`config.mk`:
```
export PLATFORM = sky130hd
export DESIGN_NAME = alu_hilo_sequencer
export DESIGN_NICKNAME = d
export VERILOG_FILES = /design/src/rtl/alu_hilo_sequencer.sv
export SDC_FILE = /design/constraint.sdc
export NUM_CORES = 1
export LEC_CHECK = 0
export CORE_UTILIZATION = 48
export DETAILED_ROUTE_END_ITERATION = 16
export GPL_TIMING_DRIVEN = 0
export PLACE_DENSITY = 0.8
export SLEW_MARGIN = 15
export SYNTH_ARGS = -nofsm -noshare
export SYNTH_HDL_FRONTEND = slang
export SYNTH_SLANG_ARGS = --single-unit
export TNS_END_PERCENT = 1
```
`constraint.sdc`:
```
create_clock -name clk -period 1.9 [get_ports clk]
set_input_delay 0.19 -clock clk [delete_from_list [all_inputs] [get_ports clk]]
set_output_delay 0.19 -clock clk [all_outputs]
set_load 0.02 [all_outputs]
```
`src/rtl/alu_hilo_sequencer.sv`:
```
// Sequences the multi-cycle unsigned divider and the HI/LO commit behind the EX-stage ALU.
// It also drives the HI/LO interlock stall and the ALU output-mux select.
module alu_hilo_sequencer #(
    parameter int DIV_CYCLES = 32
) (
    input  logic        clk,
    input  logic        reset,
    input  logic        op_valid,
    input  logic [5:0]  funct,
    input  logic        abort,
    output logic        div_start,
    output logic        hilo_we,
    output logic        busy,
    output logic        stall,
    output logic [1:0]  alu_sel,
    output logic [15:0] div_count
);

    localparam int CNT_W = $clog2(DIV_CYCLES);

    localparam logic [5:0] FN_SLL  = 6'd0;
    localparam logic [5:0] FN_SRL  = 6'd2;
    localparam logic [5:0] FN_MFHI = 6'd16;
    localparam logic [5:0] FN_MFLO = 6'd18;
    localparam logic [5:0] FN_DIVU = 6'd27;

    typedef enum logic [1:0] {
        IDLE = 2'd0,
        RUN  = 2'd1,
        DONE = 2'd2
    } state_t;

    state_t           state;
    logic [CNT_W-1:0] cnt;
    logic             hilo_dep;

    assign hilo_dep = (funct == FN_DIVU) || (funct == FN_MFHI) || (funct == FN_MFLO);

    // NOTE: sequential state uses non-blocking assignments only, so every flop samples pre-edge values.
    always_ff @(posedge clk or posedge reset) begin
        if (reset) begin
            state     <= IDLE;
            cnt       <= '0;
            div_start <= 1'b0;
            div_count <= '0;
        end else begin
            div_start <= 1'b0;
            case (state)
                IDLE: begin
                    if (op_valid && (funct == FN_DIVU) && !abort) begin
                        state     <= RUN;
                        cnt       <= CNT_W'(DIV_CYCLES - 1);
                        div_start <= 1'b1;
                    end
                end
                RUN: begin
                    if (abort) begin
                        state <= IDLE;
                        cnt   <= '0;
                    end else if (cnt == '0) begin
                        state <= DONE;
                    end else begin
                        cnt <= cnt - 1'b1;
                    end
                end
                DONE: begin
                    state <= IDLE;
                    cnt   <= '0;
                    if (!abort && (div_count != 16'hFFFF))
                        div_count <= div_count + 16'd1;
                end
                default: begin
                    state <= IDLE;
                    cnt   <= '0;
                end
            endcase
        end
    end

    // A flush landing on the DONE cycle must not commit a result HI/LO consumers were told to discard.
    assign hilo_we = (state == DONE) && !abort;
    assign busy    = (state != IDLE);

    // HI/LO consumers wait through DONE because the register file is written at the end of that cycle.
    assign stall = !reset && op_valid && busy && hilo_dep;

    // NOTE: every combinational output gets a default first, so no latch is inferred.
    always_comb begin
        alu_sel = 2'd0;
        if (!reset && op_valid) begin
            case (funct)
                FN_MFHI:        alu_sel = 2'd1;
                FN_MFLO:        alu_sel = 2'd2;
                FN_SLL, FN_SRL: alu_sel = 2'd3;
                default:        alu_sel = 2'd0;
            endcase
        end
    end

endmodule
```
# [Yosys cells after proc, flatten, opt, wreduce, memory -nomap -nowiden]
# Cells that the tools add are included.
[totals] reg_bits=24
[op_classes] addsub=2 eq_ne=10 n_mux=12 reduce_logical=19
[op_table] operator="equality test 6 x 5 -> 1 bit (second input constant)" n=3
[op_table] operator="adder 16 x 1 -> 16 bit (second input constant)" n=1
[op_table] operator="!= test 16 bit (second input constant)" n=1
[op_table] operator="two-way mux 5 bit" n=3
[op_table] operator="one-hot mux 5 bit (2 select lines)" n=1
[op_table] operator="two-way mux 2 bit" n=4
[op_table] operator="logical AND 1 bit" n=7
[op_table] operator="equality test 6 x 2 -> 1 bit (second input constant)" n=1
[op_table] operator="zero test 6 bit" n=1
[op_table] operator="!= test 3 bit (second input constant)" n=2
[op_table] operator="one-hot mux 2 bit (3 select lines)" n=1
[op_table] operator="AND reduction 2 bit" n=3
[op_table] operator="zero test 5 bit" n=1
[op_table] operator="subtractor 5 x 1 -> 5 bit (second input constant)" n=1
[op_table] operator="one-hot mux 2 bit (2 select lines)" n=1
[op_table] operator="equality test 2 x 1 -> 1 bit (second input constant)" n=1
[op_table] operator="equality test 2 bit (second input constant)" n=1
[op_table] operator="zero test 1 bit" n=2
[op_table] operator="zero test 2 bit" n=1
[op_table] operator="logical OR 1 bit" n=2
[op_table] operator="two-way mux 1 bit" n=2
[op_table] operator="!= test 2 bit (second input constant)" n=1
[op_table] operator="nonzero test 2 bit" n=1
[op_table] operator="OR reduction 2 bit" n=1

# [Longest topological paths before layout]
[depth] ltp_word=5 depth_mapped=6 ltp_nobuf=6

# [Worst setup path before layout]
# Ideal clock, no wire load.
[synth_timing] path_type="register -> register" startpoint="register state[0]" endpoint="register div_count[13]" setup_ps=80 t_arrival_ps=1671 required_ps=1820 slack_ps=149 path_stages_with_launch=7 n_path_buf=1 path_cell_list="dfrtp_1 buf_4 nor3b_4 nand4_1 a2111o_1 nor2_1 xor2_1"
[synth_between] elab_chain_len=2
[synth_rtl] element="start, declared" line="33" rtl="state_t state;"
[synth_rtl] element="start signal, assigned" line="42" rtl="state <= IDLE;"
[synth_rtl] element="start signal, assigned" line="51" rtl="state <= RUN;"
[synth_rtl] element="start signal, assigned" line="58" rtl="state <= IDLE;"
[synth_rtl] element="equality test 2 bit" line="48" rtl="case (state)"
[synth_rtl] element="AND reduction 2 bit (no source line)"
[synth_rtl] element="end signal, assigned" line="70" rtl="div_count <= div_count + 16'd1;"
[synth_rtl] element="end, declared" line="16" rtl="output logic [15:0] div_count"
# No other way between the ends.
# A chain may end at the register's enable or synchronous reset.

# [Final worst setup path]
# Same ends and word-level chain as after synthesis.

==> tab_implementation.tex <==
\begin{tabular}{lr}
\hline
Metric & Value \\
\hline
\multicolumn{2}{l}{\textbf{Outcome}} \\
\quad Run status & finished, final reports clean \\
\multicolumn{2}{l}{\textbf{STA}} \\
\quad Count of pins over their slew limit & 0 \\
\quad Setup clock skew after layout & between 10 and 15 ps \\
\quad Relative slew slack & 0.390 \\
\quad Endpoints failing hold & 0 \\
\quad Final-report setup violation count & 0 \\
\quad Min Tclk post-route & 1790 ps \\
\quad Transition at the pin with the smallest max-transition slack & around 910 ps \\
\quad Unrepaired setup endpoints after global routing & false \\
\quad Fmax & approximately 0.56 GHz \\
\quad Summed negative setup slack over all endpoints & 0 ps \\
\quad Hold slack & between 200 and 250 ps \\
\quad Setup WS post-layout & between 100 and 150 ps \\
\quad Post-route clock period utilization & 0.941 \\
\multicolumn{2}{l}{\textbf{Hold path}} \\
\quad Worst Hold Class & in2reg \\
\multicolumn{2}{l}{\textbf{Routing}} \\
\quad Vias after detailed routing & between 1000 and 1500 \\
\quad Post-route DRC & 0 \\
\quad Number of routed nets with antenna violations & 0 \\
\quad Routed length per placed instance & $\sim$14 um \\
\quad Drt first-iter violations & 15 \\
\quad First-pass detailed-route iteration total & 5 \\
\quad Wire length reported by the detailed router & around 2.6 mm \\
\quad Number of vias per cell after detailed routing & approximately 5.7 \\
\multicolumn{2}{l}{\textbf{Global route}} \\
\quad GRT met2 Usage & 0.365 \\
\quad Initial antenna violation count & 0 \\
\quad Sum of overflow across all layers after global routing & 0 \\
\quad First-pass GRT wire length & roughly 4.3 mm \\
\quad GR Util met3 & 0.0287 \\
\quad Global Route met1 Usage & 0.248 \\
\quad Layer with the highest usage after global routing & met2 \\
\quad Number of global-route vias before repair & between 1000 and 1500 \\
\quad Maximum number of pins on one net before global-route repair & 25 \\
\quad GRT Util Overall & 0.206 \\
\multicolumn{2}{l}{\textbf{Critical path}} \\
\quad Setup crit end & div\_count[13] \\
\quad Reg2reg start & state[0] \\
\quad Minimum setup slack among reg-to-reg paths & 110 ps \\
\quad Critical path required time & $\sim$2100 ps \\
\quad Worst setup path startpoint & state[0] \\
\quad Worst Path Max Fanout & 10 \\
\quad Launching element type of the critical path & flop \\
\quad Worst Reg2Reg Path Length in Cells & 6 \\
\quad Crit end category & flop \\
\quad Start-to-end type of the worst setup path & reg2reg \\
\quad Arr. time, crit path & between 2000 and 2500 ps \\
\quad Worst reg2reg path endpoint & div\_count[13] \\
\multicolumn{2}{l}{\textbf{Logic synthesis}} \\
\quad Post-synthesis net count & 139 \\
\quad Async S/R FF share, synth & 1.00 \\
\quad Sequential area share after synthesis & 0.472 \\
\quad Main synth FF type & dfrtp\_1 \\
\quad Syn avg cell area & 10.1 um2 \\
\quad Synthesized flop and latch total & 24 \\
\quad Post-synthesis instance area & about 1300 um2 \\
\quad Yosys warnings & 0 \\
\quad Gate count of the mapped netlist & about 130 \\
\quad Cell type with the largest total area after synthesis & dfrtp\_1 \\
\quad Number of flops mapped to enable cells by yosys & 0 \\
\quad Top post-synthesis cells by area & dfrtp\_1 47\%, xnor2\_1 5.5\%, xor2\_1 4.1\% \\
\quad Area share of the leading cell type in the synthesized netlist & 0.472 \\
\quad Count of distinct cell types in the synthesized netlist & 33 \\
\multicolumn{2}{l}{\textbf{Placement}} \\
\quad Worst Setup Slack post-DPL & -34.5 ps \\
\quad Count of placed standard cells including taps & 186 \\
\quad Routability congestion estimate & slightly below 0.9 \\
\quad Port buffer count & 30 \\
\quad DP Wirelength & 1.95 mm \\
\multicolumn{2}{l}{\textbf{Clock tree}} \\
\quad Clock buffers created by TritonCTS & 3 \\
\quad CTS sink cnt & 24 \\
\quad Number of levels in the clock H-tree & 1 \\
\quad Clock Latency Late Sink & a little over 300 ps \\
\quad TritonCTS clock tree & built \\
\quad Buffer cell driving the clock tree root & clkbuf\_4 \\
\quad Clock transition time at the flip-flop clock pins of the worst setup and hold paths & 130 ps \\
\quad Bufs on Longest Clock Path & 2 \\
\multicolumn{2}{l}{\textbf{Layout}} \\
\quad Signed area change from the synthesized netlist to the final layout & 28.1\% \\
\quad Fraction of final layout cells sized beyond drive strength 1 & 0.0692 \\
\quad Nets & $\sim$170 \\
\quad Post-Layout Cell Count & 189 \\
\quad \# diodes & 0 \\
\quad Most common cell after layout, fill and taps aside & clkdlybuf4s50\_1 \\
\quad Commonest non-fill, non-tap cells in the layout & 25 x clkdlybuf4s50\_1, 24 x dfrtp\_1, 13 x nor2\_1, 11 x nand2\_1 \\
\quad FILL cells & roughly 220 \\
\multicolumn{2}{l}{\textbf{Power and ir drop}} \\
\quad Clock network fraction of total power & 0.252 \\
\quad Switching part of the total power & 0.256 \\
\quad Standby leakage power & about 0.76 nW \\
\quad Relative contribution of sequential cells to total power & 0.623 \\
\quad Max rail drop VDD & approximately 0.00037 V \\
\quad Power dissipated by switching net loads & roughly 0.00022 W \\
\quad Part of the total power dissipated in combinational logic & 0.125 \\
\quad Internal power of the cells & approximately 0.00065 W \\
\quad Power density over the cells & 535 nW/um2 \\
\multicolumn{2}{l}{\textbf{Floorplan}} \\
\quad Starting density of the core & 0.510 \\
\quad Floorplan Core Area & approximately 2500 um2 \\
\quad Number of placement rows & 18 \\
\quad Die outline area & approximately 2900 um2 \\
\quad Number of top-level design ports & 32 \\
\quad DIE HEIGHT & 53.5 um \\
\quad Width of the die & 53.5 um \\
\multicolumn{2}{l}{\textbf{Flow run}} \\
\quad Max-cap violation count & 0 \\
\hline
\end{tabular}
==> per-stage QoR <==
step           area [um2]  total power (W)   util
6_report             1630         0.000873  0.653
5_1_grt              1630         0.000911  0.653
4_1_cts              1630         0.000875  0.652
3_5_place_dp         1610         0.000662  0.645
3_3_place_gp         1610         0.000657  0.645
2_1_floorplan        1270         0.000622      -
==> kinds of logic (layout without fill, tap and decap cells) <==
family	count (synthesis)	in the layout	synth area share
DFF	24	24	0.472
xor gates and xnor gates	14	14	0.0963
and+or+nand+nor	53	53	0.230
adders and majority gates	3	3	0.0295
buffers and inverters	11	44	0.0472
muxes	1	1	0.00884
AOI/OAI and AO/OA	20	20	0.117
==> routing by layer <==
metal  vias up  share of wire
met5         -              0
met4         0         0.0061
met3         2          0.037
met2        33           0.52
met1       529           0.44
li1        517              -
==> layout make-up <==
cell class / instances / area [um2] / area share
Clock buffer: 3 / 22.5 / 0.0138
Inverter: 8 / 30.0 / 0.0184
Multi-Input combinational cell: 91 / 613 / 0.376
Tap cell: 30 / 37.5 / 0.0230
Sequential cell: 24 / 601 / 0.368
Timing Repair Buffer: 30 / 298 / 0.183
Buffer: 3 / 30.0 / 0.0184
==> cell usage after synthesis, types with 2 or more instances <==
cell type  count
o21a_1         2
and3_1         3
nor2_1        13
a31oi_1        3
dfrtp_1       24
xor2_1         6
nand3_1        4
nor3_1         2
nand3b_1       2
buf_6          2
ha_1           3
o21ai_0        3
inv_1          8
a21oi_1        6
and4_1         3
nand4_1        7
xnor2_1        8
and2_1         2
nand2_1       11
==> worst min-delay path by stage <==
stage                 start           end  slack (ps)  cells after the start
2_1_floorplan         reset        cnt[0]         200                      1
3_3_place_gp   div_count[8]  div_count[8]         480                      1
3_5_place_dp   div_count[9]  div_count[9]         490                      1
4_1_cts               abort        cnt[1]         200                      4
5_1_grt               abort        cnt[1]         220                      4
6_report              abort        cnt[1]         200                      4
==> registers in the layout, summed over array words and instances (netlist names) <==
| signal | count |
|---|---|
| cnt | 5 |
| div_start | 1 |
| div_count | 16 |
| state | 2 |
==> worst max-delay path, stage by stage, from the launching register on <==
cell and delay, ps:
dfrtp_1 380, buf_4 170, nor3b_4 260, nand4_1 160
a2111o_1 430, nor2_1 140, xor2_1 160
==> repair_timing <==
| item | 4_1_cts | 5_1_grt |
|---|---|---|
| setup buffers | 0 | 0 |
| hold buffers | 0 | 0 |
| gates resized for setup | 4 | 1 |
| endpoints found under the setup margin | 4 | 1 |
==> power groups by stage <==
| stage | registers, W | logic [W] | clock network (W) |
|---|---|---|---|
| after global routing | 0.000546 | 0.000125 | 0.000241 |
| after CTS | 0.000543 | 0.000109 | 0.000223 |
| after detailed placement | 0.000553 | 0.000109 | 0 |
| after global placement | 0.000552 | 0.000105 | 0 |
| final | 0.000544 | 0.000109 | 0.000220 |
| after floorplan | 0.000550 | 0.0000723 | 0 |
(Power assumes the default switching activity.)
